===== src/rtl/vc_rand_delay_ctrl.sv =====
// rtl/vc_rand_delay_ctrl.sv - val/rdy controller inserting xorshift-random stalls between messages
// Optional per-block statistics counters are enabled by defining VC_RAND_DELAY_CTRL_STATS_EN.
module vc_rand_delay_ctrl #(
  parameter int          p_msg_nbits   = 8,
  parameter int          p_delay_nbits = 2,
  parameter logic [31:0] p_seed        = 32'h00000001
) (
  input  logic                   clk,
  input  logic                   reset,
  input  logic                   en,
  input  logic                   in_val,
  output logic                   in_rdy,
  input  logic [p_msg_nbits-1:0] in_msg,
  output logic                   out_val,
  input  logic                   out_rdy,
  output logic [p_msg_nbits-1:0] out_msg
`ifdef VC_RAND_DELAY_CTRL_STATS_EN
  ,
  output logic [31:0]            num_msgs,
  output logic [31:0]            num_stalls
`endif
);

  // An all-zero xorshift state would lock up, so a zero seed is remapped.
  localparam logic [31:0] c_seed = (p_seed == 32'h0) ? 32'h00000001 : p_seed;

  localparam logic [0:0] ST_PASS = 1'b0;
  localparam logic [0:0] ST_WAIT = 1'b1;

  logic [0:0]               state_q, state_d;
  logic [p_delay_nbits-1:0] count_q, count_d;
  logic [31:0]              rng_q, rng_d;
  logic [p_delay_nbits-1:0] draw;
  logic                     is_pass;
  logic                     xfer;

  function automatic logic [31:0] xorshift32(input logic [31:0] x);
    logic [31:0] t;
    t = x ^ (x << 13);
    t = t ^ (t >> 17);
    t = t ^ (t << 5);
    return t;
  endfunction

  // While reset is low the block behaves as if in PASS so traffic is never blocked.
  assign is_pass = (state_q == ST_PASS) || !reset;
  assign out_val = is_pass && in_val;
  assign in_rdy  = is_pass && out_rdy;
  assign out_msg = in_msg;
  assign xfer    = is_pass && in_val && out_rdy;
  assign draw    = rng_q[p_delay_nbits-1:0];

  always_comb begin
    state_d = state_q;
    count_d = count_q;
    rng_d   = rng_q;
    if (state_q == ST_WAIT) begin
      count_d = count_q - 1'b1;
      if (count_q == p_delay_nbits'(1)) begin
        state_d = ST_PASS;
      end
    end else if (xfer && en) begin
      rng_d = xorshift32(rng_q);
      if (draw != '0) begin
        state_d = ST_WAIT;
        count_d = draw;
      end
    end
  end

  always_ff @(posedge clk) begin
    if (!reset) begin
      state_q <= ST_PASS;
      count_q <= '0;
      rng_q   <= c_seed;
    end else begin
      state_q <= state_d;
      count_q <= count_d;
      rng_q   <= rng_d;
    end
  end

`ifdef VC_RAND_DELAY_CTRL_STATS_EN
  logic [31:0] num_msgs_q, num_msgs_d;
  logic [31:0] num_stalls_q, num_stalls_d;

  always_comb begin
    num_msgs_d   = num_msgs_q;
    num_stalls_d = num_stalls_q;
    if (xfer) begin
      num_msgs_d = num_msgs_q + 32'd1;
    end
    if (state_q == ST_WAIT) begin
      num_stalls_d = num_stalls_q + 32'd1;
    end
  end

  always_ff @(posedge clk) begin
    if (!reset) begin
      num_msgs_q   <= '0;
      num_stalls_q <= '0;
    end else begin
      num_msgs_q   <= num_msgs_d;
      num_stalls_q <= num_stalls_d;
    end
  end

  assign num_msgs   = num_msgs_q;
  assign num_stalls = num_stalls_q;
`endif

endmodule


===== config.mk =====
export PLATFORM = sky130hd
export DESIGN_NAME = vc_rand_delay_ctrl
export DESIGN_NICKNAME = d
export VERILOG_FILES = /design/src/rtl/vc_rand_delay_ctrl.sv
export SDC_FILE = /design/constraint.sdc
export NUM_CORES = 1
export LEC_CHECK = 0
export CAP_MARGIN = 20
export CELL_PAD_IN_SITES_DETAIL_PLACEMENT = 1
export CELL_PAD_IN_SITES_GLOBAL_PLACEMENT = 1
export CORE_ASPECT_RATIO = 1.75
export CORE_UTILIZATION = 47
export DETAILED_ROUTE_END_ITERATION = 10
export GPL_ROUTABILITY_DRIVEN = 0
export PLACE_DENSITY_LB_ADDON = 0.1
export SYNTH_ARGS = -nofsm -noshare
export SYNTH_HDL_FRONTEND = slang
export SYNTH_SLANG_ARGS = --single-unit

===== constraint.sdc =====
create_clock -name clk -period 3.93 [get_ports clk]
set_input_delay 0.393 -clock clk [delete_from_list [all_inputs] [get_ports clk]]
set_output_delay 0.393 -clock clk [all_outputs]
set_load 0.03 [all_outputs]

# ---- After elaboration in Yosys (flattened, before gate mapping)
# Cells that the tools add are included.
dict set report totals {
  out_inout_bits 10
  inputBits 13
  elab_cells 27
  reg_bits 35
}
dict set report classes {
  eq_ne 1
  reduce_logical 11
  add_sub_neg 1
  n_mux 7
  bitwise_logic 4
}
# cell count
set ops {}
lappend ops {{32-bit bitwise XOR} 2}
lappend ops {{32-bit by 15-bit bitwise XOR with 32-bit output} 1}
lappend ops {{2-bit two-way mux} 3}
lappend ops {{2-bit nonzero test} 3}
lappend ops {{1-bit logical AND} 4}
lappend ops {{1-bit two-way mux} 4}
lappend ops {{2-bit AND reduction} 2}
lappend ops {{2-bit by 1-bit equality test with 1-bit output, second input constant} 1}
lappend ops {{2-bit by 1-bit subtractor with 2-bit output, second input constant} 1}
lappend ops {{1-bit logical NOT} 1}
lappend ops {{1-bit logical OR} 1}
lappend ops {{1-bit inverter} 1}

# ---- Longest topological paths before layout
# Gate-level depths: netlist (run 1).
dict set report depth {
  depth_word 7
  depth_mapped 5
  mapped_depth_nobuf 4
}

# ---- Worst setup path after synthesis (run 1)
# No wires, ideal clock.
dict set report synth_timing {
  path_type {input -> output}
  from {input reset}
  to {output in_rdy}
  n_path_buf 2
  required_time_ns 3.537
  cell_stages 3
  slack_ns 2.045
  arrival_time_ns 1.492
  cell_sequence {clkbuf_1 > clkbuf_1 > a21boi_0}
}
dict set report synth_between {
  elab_chain_cells 3
}
# item line
set synth_rtl {}
lappend synth_rtl {{start: declaration} 9} ;# input logic reset,
lappend synth_rtl {{1-bit logical NOT} n/a}
lappend synth_rtl {{1-bit logical OR} 46} ;# assign is_pass = (state_q == ST_PASS) || !reset;
lappend synth_rtl {{1-bit logical AND} 48} ;# assign in_rdy = is_pass && out_rdy;
lappend synth_rtl {{end: declaration} 12} ;# output logic in_rdy,
# No other way between the ends.

# ---- Final worst setup path (run 1)
# Same ends and word-level chain as after synthesis.

==> flow_summary.ini, run 1 <==
[worst_setup_path]
crit_arrival_ps = 1890
cp_cell_sequence = clkdlybuf4s50_1, buf_4, a21boi_0, clkdlybuf4s50_1
regToRegStartpoint = rng_q[11]$_SDFFE_PN0P_
cp-startpoint = reset
worst-setup-path-type = input port to output pin
path_buf_inv = 3
cp_slowest_cell = clkdlybuf4s50_1
cp.depth = 4
path_common_cell = clkdlybuf4s50_1
cp-end-kind = output pin
r2r-end = rng_q[12]$_SDFFE_PN0P_
cp.required_ps = 3540
path_delay_family = buffers and inverters
ff2ff_path_depth = 4
start_kind = input port
cpPeakStageDelay_ps = 700
crit_fanout = 17
r2r_slack_ps = 2270
crit_end = in_rdy

[synth]
yosys-top-cells-area = dfxtp_1 (31%), xnor2_1 (14%), xnor3_1 (13%)
synth_cells = 235
syn_area_sq_um = 2260
yosys.area.top_type = dfxtp_1
synth_ff_type = dfxtp_1
synth_edf_count = 0
ys_seq_area_frac = 0.310
yosys_register_bits = 35
synth_nets = 249
synth_top_area_frac = 0.310
synth_warnings = 0
syn_area_per_cell_sq_um = 9.61
synthArstFlopShare = 0
synthTopCellsByCount = nor2_1 (37), xnor2_1 (37), dfxtp_1 (35), o21ai_0 (13), xnor3_1 (13)
yosysUniqueCellTypes = 31

[timing]
final-max-slew-violation-count = 0
finalWorstSetupSlack_ps = 1650
period_needed_ps = 2280
fin_setup_tns_ps = 0
worstMarginPinSlew_ps = 482
worst_slew_margin_rel = 0.676
clock.fmax_mhz = 438
rsz0062_at_grt = no
setup_viol_count_final = 0
finClkSkew_ps = 8.03
layout_worst_path_cycle_share = 0.581
hold_violations = 0

[finish]
final_util = 0.511
diodes = 0
drive_gt1_frac = 0.0833
syn_to_final_growth_pct = 5.60
fillers = 543
final_area_sq_um = 2380
nets = 241

[drt]
firstDrtPassIters = 3
drc_errors = 0
via_per_inst = 5.35
wl_mm = 4.60
avgRoutedWirePerCell_microns = 16.4
route.vias.total = 1498
route.antenna.remaining_nets = 0
drtIter0Drc = 13

[clock_tree]
cts_tree = built
ctsHtreeMaxLevel = 2
cts_resized = 0
path_clk_slew_ps = 80
cts_hold_buf = 0
clk-insertion-delay-late_ps = 290
clockBufferDepth = 2
cts_sinks = 35
cts_setup_buffers = 0
clockRootBuffer = clkbuf_8
numCtsBuffers = 5

[pwr]
power_leakage_nw = 0.894
powerDensity_nw_per_um2 = 320
vdd_ir_drop_max_v = 0.000224

[floorplan]
fp-row-count = 33
dieHeight_microns = 93.7
io_pins = 23
core_sq_um = 4670
start_util = 0.484
die_area_sq_um = 5100
die_w_microns = 54.4

[place]
preCtsSetupSlack_ps = 1640
io_buffers = 6
placed_cell_area_sq_um = 2280
dp_hpwl_mm = 3.40

[global_routing]
grt_pass1_vias = 1561
grt_overflow = 0
grt_max_degree = 45
antenna_found_initial = 0
grt_first_pass_wirelength_mm = 7.43
grt_use_total = 0.208

[flow_run]
max_cap_viol_count = 0

[status]
status = completed

[worst_hold_path]
hold_path_class = flip-flop to flip-flop
-- per-stage QoR --
step | total power [mW] | hold slack [ps] | cells
floorplan | 0.463 | 451 | 235
global placement | 0.468 | 473 | 272
detailed placement | 0.474 | 507 | 272
CTS | 0.780 | 518 | 280
global route | 0.796 | 535 | 280
finish | 0.764 | 505 | 280
-- where the power goes --
group	total, mW	internal [mW]	switching [mW]
combinational	0.0901	0.0481	0.0421
sequential	0.374	0.362	0.0119
clock	0.300	0.160	0.141
-- worst register-to-register path, stage by stage (launching register included) --
cell	delay (ps)
dfxtp_1	380
xnor2_1	320
xor3_1	390
or3_1	320
a21oi_1	170
-- per-layer routing --
metal	wire length, microns	GRT usage	vias up
met4	76	0.0769	0
met2	2690	0.387	14
met1	1760	0.213	737
met5	0	0	-
met3	82	0.0388	5
li1	-	-	742
-- registers in the layout, indices dropped and copies added, names as in the netlist --
register  flops
count_q       2
state_q       1
rng_q        32
-- worst min-delay path by stage --
stage	startpoint	depth (start not counted)	slack (ps)	end
after floorplan	count_q[1]$_SDFFE_PN0P_	2	450	count_q[1]$_SDFFE_PN0P_
after global placement	count_q[1]$_SDFFE_PN0P_	2	470	count_q[1]$_SDFFE_PN0P_
after detailed placement	count_q[0]$_SDFFE_PN0P_	1	510	count_q[0]$_SDFFE_PN0P_
after CTS	count_q[1]$_SDFFE_PN0P_	2	520	count_q[1]$_SDFFE_PN0P_
after global routing	count_q[1]$_SDFFE_PN0P_	2	530	count_q[1]$_SDFFE_PN0P_
final	count_q[0]$_SDFFE_PN0P_	1	510	count_q[0]$_SDFFE_PN0P_
-- kinds of logic (layout without fill, tap and decap cells) --
logic type                 Yosys count  in the layout  share of synthesized area
and+or+nand+nor                     67             67                      0.135
xor gates and xnor gates            65             65                      0.370
AOI/OAI and AO/OA                   27             27                     0.0659
muxes                               11             11                     0.0499
DFF                                 35             35                      0.310
adders and majority gates            1              1                    0.00554
buffers and inverters               29             22                     0.0637
-- placed cells by master, fill, tap and decap left out, drive strengths merged, types with 6 or more instances in the layout --
cell type      instances
a21oi                  9
or3                    9
xnor2                 40
o21ai                 13
xnor3                 15
nor2                  37
nand2                  9
clkdlybuf4s50          6
clkbuf                 7
dfxtp                 35
mux2i                  9
xor2                   8
-- layout make-up --
class                   count  area [sq um]  area share
flip-flops and latches     35           701       0.294
clock inverters             1          7.51     0.00315
clock buffers               7          96.3      0.0404
multi-input cells         171          1410       0.593
inverters                   5          18.8     0.00787
well taps                  52          65.1      0.0273
repair buffers              9          82.6      0.0346
(Power assumes the default switching activity.)
==> run 2, diff against run 1 <==
- CORE_UTILIZATION: 47 -> 44
- clock period: 3.93 -> 2.2 ns (I/O delays scaled with it)
==> flow_summary.ini, run 2 (synthesis gave the netlist of run 1 again) <==
[timing]
fin_setup_tns_ps = 0
period_needed_ps = 1920
finClkSkew_ps = 5.75
worst_slew_margin_rel = 0.717
layout_worst_path_cycle_share = 0.871
worstMarginPinSlew_ps = 422
setup_viol_count_final = 0
final-max-slew-violation-count = 0
clock.fmax_mhz = 522
hold_violations = 0
rsz0062_at_grt = no

[worst_hold_path]
hold_path_class = input port to output pin

[clock_tree]
clockBufferDepth = 2
cts_hold_buf = 0
cts_sinks = 35
clockRootBuffer = clkbuf_8
cts_setup_buffers = 0
ctsHtreeMaxLevel = 2
cts_resized = 0
numCtsBuffers = 5
cts_tree = built
clk-insertion-delay-late_ps = 290

[floorplan]
fp-row-count = 34
core_sq_um = 4930
start_util = 0.458
die_w_microns = 56.2
die_area_sq_um = 5430
io_pins = 23
dieHeight_microns = 96.8

[global_routing]
busiest_layer = met2
grt_overflow = 0
grt_pass1_vias = 1694
antenna_found_initial = 0
grt_use_total = 0.192
grtUsageMet2 = 0.366
grt_util_met1 = 0.202
use_met3 = 0.0334
grt_max_degree = 45
grt_first_pass_wirelength_mm = 8.05

[finish]
final_cell_mix = xnor2_1 (37), nor2_1 (37), dfxtp_1 (35)
fillers = 560
syn_to_final_growth_pct = 6.15
final_area_sq_um = 2400
largest_register_ffs = 32
nets = 242
diodes = 0
drive_gt1_frac = 0.0786
final_util = 0.486
largest_register = rng_q
top_regs = rng_q (32), count_q (2), state_q (1)

[drt]
route.vias.total = 1523
avgRoutedWirePerCell_microns = 16.6
drc_errors = 0
firstDrtPassIters = 3
via_per_inst = 5.38
drtIter0Drc = 55
wl_mm = 4.69
route.antenna.remaining_nets = 0

[pwr]
clkPwrFrac = 0.348
p_seq_frac = 0.520
power_switching_mw = 0.325
vdd_ir_drop_max_v = 0.000397
p_comb_frac = 0.132
power.total_mw = 1.29
netSwitchingFraction = 0.253
cell_internal_pwr_mw = 0.961
power_leakage_nw = 0.902
powerDensity_nw_per_um2 = 536

[worst_setup_path]
cp_slowest_cell = clkdlybuf4s50_1
cp_cell_sequence = clkdlybuf4s50_1, a21boi_0, clkdlybuf4s50_1
start_kind = input port
path_common_cell = clkdlybuf4s50_1
crit_fanout = 5
cpPeakStageDelay_ps = 710
worst-setup-path-type = input port to output pin
crit_arrival_ps = 1700
cp.required_ps = 1980
cp-end-kind = output pin

[flow_run]
max_cap_viol_count = 0

[status]
status = completed

[place]
dp_hpwl_mm = 3.56
io_buffers = 6
placed_cell_area_sq_um = 2320
run 2: worst paths after layout:
| kind | slack, ps | depth (start not counted) | from | end |
|---|---|---|---|---|
| hold / removal | 440 | 0 | in_msg[0] | out_msg[0] |
| setup reg to reg | 540 | 4 | rng_q[14]$_SDFFE_PN0P_ | rng_q[10]$_SDFFE_PN0P_ |
| setup / recovery | 280 | 3 | out_rdy | in_rdy |
| hold reg to reg | 490 | 2 | count_q[1]$_SDFFE_PN0P_ | count_q[1]$_SDFFE_PN0P_ |
run 2: per-stage QoR:
stage | cells | worst slack (ps) | hold WS [ps]
floorplan | 235 | 661 | 419
global route | 283 | 196 | 440
finish | 283 | 284 | 440
global placement | 275 | 358 | 440
CTS | 283 | 280 | 440
detailed placement | 275 | 284 | 440
run 2: layout make-up:
type                       count  area (sq um)  share of cell area
multi-input combinational    171          1410               0.590
sequential                    35           701               0.292
clock buffer                   7          76.3              0.0318
inverter                       5          18.8             0.00783
timing repair buffer          10           115              0.0480
clock inverter                 1          5.00             0.00209
tap                           54          67.6              0.0282
run 2: critical path: cells and delay by family:
kind / cells / cell delay (ps)
buffers and inverters: 2 / 1260
AO/OA/AOI/OAI: 1 / 220
run 2: power groups by stage:
stage / Combinational (mW) / Clock (mW) / Sequential [mW]
floorplan: 0.154 / 0 / 0.673
global placement: 0.162 / 0 / 0.682
detailed placement: 0.172 / 0 / 0.683
CTS: 0.173 / 0.465 / 0.668
global route: 0.186 / 0.490 / 0.670
finish: 0.170 / 0.447 / 0.668
run 2: routing by layer:
metal	vias up	wire length [microns]	part of all wire
met5	-	0	0
met4	0	74	0.016
met3	6	97	0.021
met2	14	2760	0.59
met1	756	1760	0.38
li1	747	-	-
==> run 3, diff against run 2 <==
- CORE_UTILIZATION: 44 -> 33
==> flow_summary.ini, run 3 (synthesis gave the netlist of run 1 again) <==
[status]
status = completed

[timing]
hold_violations = 0
period_needed_ps = 1940
final-max-slew-violation-count = 0
holdWs_ps = 440
setup_viol_count_final = 0
layout_worst_path_cycle_share = 0.882
rsz0062_at_grt = no
fin_setup_tns_ps = 0
worstMarginPinSlew_ps = 360
worst_slew_margin_rel = 0.758
clock.fmax_mhz = 515
finClkSkew_ps = 1.85

[global_routing]
grt_pass1_vias = 1621
grt_first_pass_wirelength_mm = 8.13
antenna_found_initial = 0
grt_overflow = 0
grt_max_degree = 45
grt_use_total = 0.151

[worst_setup_path]
path_buf_inv = 2
worst-setup-path-type = input port to output pin
crit_arrival_ps = 1720
r2r-end = rng_q[10]$_SDFFE_PN0P_
cp-end-kind = output pin
regToRegStartpoint = rng_q[14]$_SDFFE_PN0P_
cp.depth = 3
ff2ff_path_depth = 4
cp.required_ps = 1980
cp_cell_sequence = clkdlybuf4s50_1, a21boi_0, clkdlybuf4s50_1
path_delay_family = buffers and inverters
cp_slowest_cell = clkdlybuf4s50_1
r2r_slack_ps = 600
start_kind = input port
cpPeakStageDelay_ps = 710
path_common_cell = clkdlybuf4s50_1
crit_fanout = 5

[floorplan]
dieHeight_microns = 111
die_area_sq_um = 7190
io_pins = 23
die_w_microns = 64.5
start_util = 0.343
fp-row-count = 39
core_sq_um = 6590

[worst_hold_path]
hold_path_class = input port to output pin
holdPathEnd = out_msg[0]
holdCritStartpoint = in_msg[0]
hold_path_depth = 0

[pwr]
p_comb_frac = 0.110
power_leakage_nw = 0.918
cell_internal_pwr_mw = 1.14
netSwitchingFraction = 0.233
vdd_ir_drop_max_v = 0.000279
powerDensity_nw_per_um2 = 605
clkPwrFrac = 0.441
p_seq_frac = 0.448
power_switching_mw = 0.348

[clock_tree]
clockRootBuffer = clkbuf_16
cts_hold_buf = 0
cts_tree = built
cts_setup_buffers = 0
clk-insertion-delay-late_ps = 280
cts_sinks = 35
clockBufferDepth = 2
numCtsBuffers = 5
ctsHtreeMaxLevel = 2
cts_resized = 0

[finish]
largest_register_ffs = 32
final_cell_mix = xnor2_1 (37), nor2_1 (37), dfxtp_1 (35)
syn_to_final_growth_pct = 9.25
drive_gt1_frac = 0.0749
final_cell_count_no_fill = 309
diodes = 0
multiInputGateArea_sq_um = 1410
fillers = 757
top_regs = rng_q (32), count_q (2), state_q (1)
seqCellArea_sq_um = 701
largest_register = rng_q
nets = 242

[drt]
firstDrtPassIters = 3
route.vias.total = 1518
drtIter0Drc = 34
via_per_inst = 4.91
wl_mm = 4.80
route.antenna.remaining_nets = 0
avgRoutedWirePerCell_microns = 15.5
drc_errors = 0

[place]
dp_hpwl_mm = 3.57
io_buffers = 6
dp_cells = 303

[flow_run]
max_cap_viol_count = 0
-- run 3: layout make-up --
| cell class | instances | share of cell area |
|---|---|---|
| Clock buffer | 6 | 0.0522 |
| Inverter | 5 | 0.00761 |
| Multi-Input combinational cell | 171 | 0.573 |
| Sequential cell | 35 | 0.284 |
| Tap cell | 82 | 0.0416 |
| Timing Repair Buffer | 10 | 0.0416 |
-- run 3: per-stage QoR --
step | cell area, sq um | total power, mW | utilization | setup slack (ps)
finish | 2470 | 1.49 | 0.375 | 260
global route | 2470 | 1.56 | 0.375 | 183
CTS | 2470 | 1.52 | 0.375 | 238
detailed placement | 2340 | 0.851 | 0.355 | 242
global placement | 2340 | 0.844 | 0.355 | 350
floorplan | 2260 | 0.827 | - | 661
-- run 3: how the worst max path moves through the flow --
stage / start / endpoint / slack, ps
2_1_floorplan: reset / in_rdy / 660
3_3_place_gp: in_val / out_val / 350
3_5_place_dp: in_val / out_val / 240
4_1_cts: in_val / out_val / 240
5_1_grt: in_val / out_val / 180
6_report: in_val / out_val / 260
-- run 3: power by group through the flow --
stage / Sequential (mW) / Clock, mW / Combinational (mW)
6_report: 0.669 / 0.658 / 0.165
3_5_place_dp: 0.683 / 0 / 0.168
5_1_grt: 0.671 / 0.710 / 0.180
2_1_floorplan: 0.673 / 0 / 0.154
4_1_cts: 0.669 / 0.681 / 0.169
3_3_place_gp: 0.682 / 0 / 0.162
-- run 3: routing by layer --
layer | GRT usage | vias to the layer above | routed length, microns
met5 | 0 | - | 0
met4 | 0.0622 | 0 | 93
met3 | 0.0400 | 6 | 119
met2 | 0.286 | 13 | 2810
met1 | 0.149 | 756 | 1790
li1 | - | 743 | -
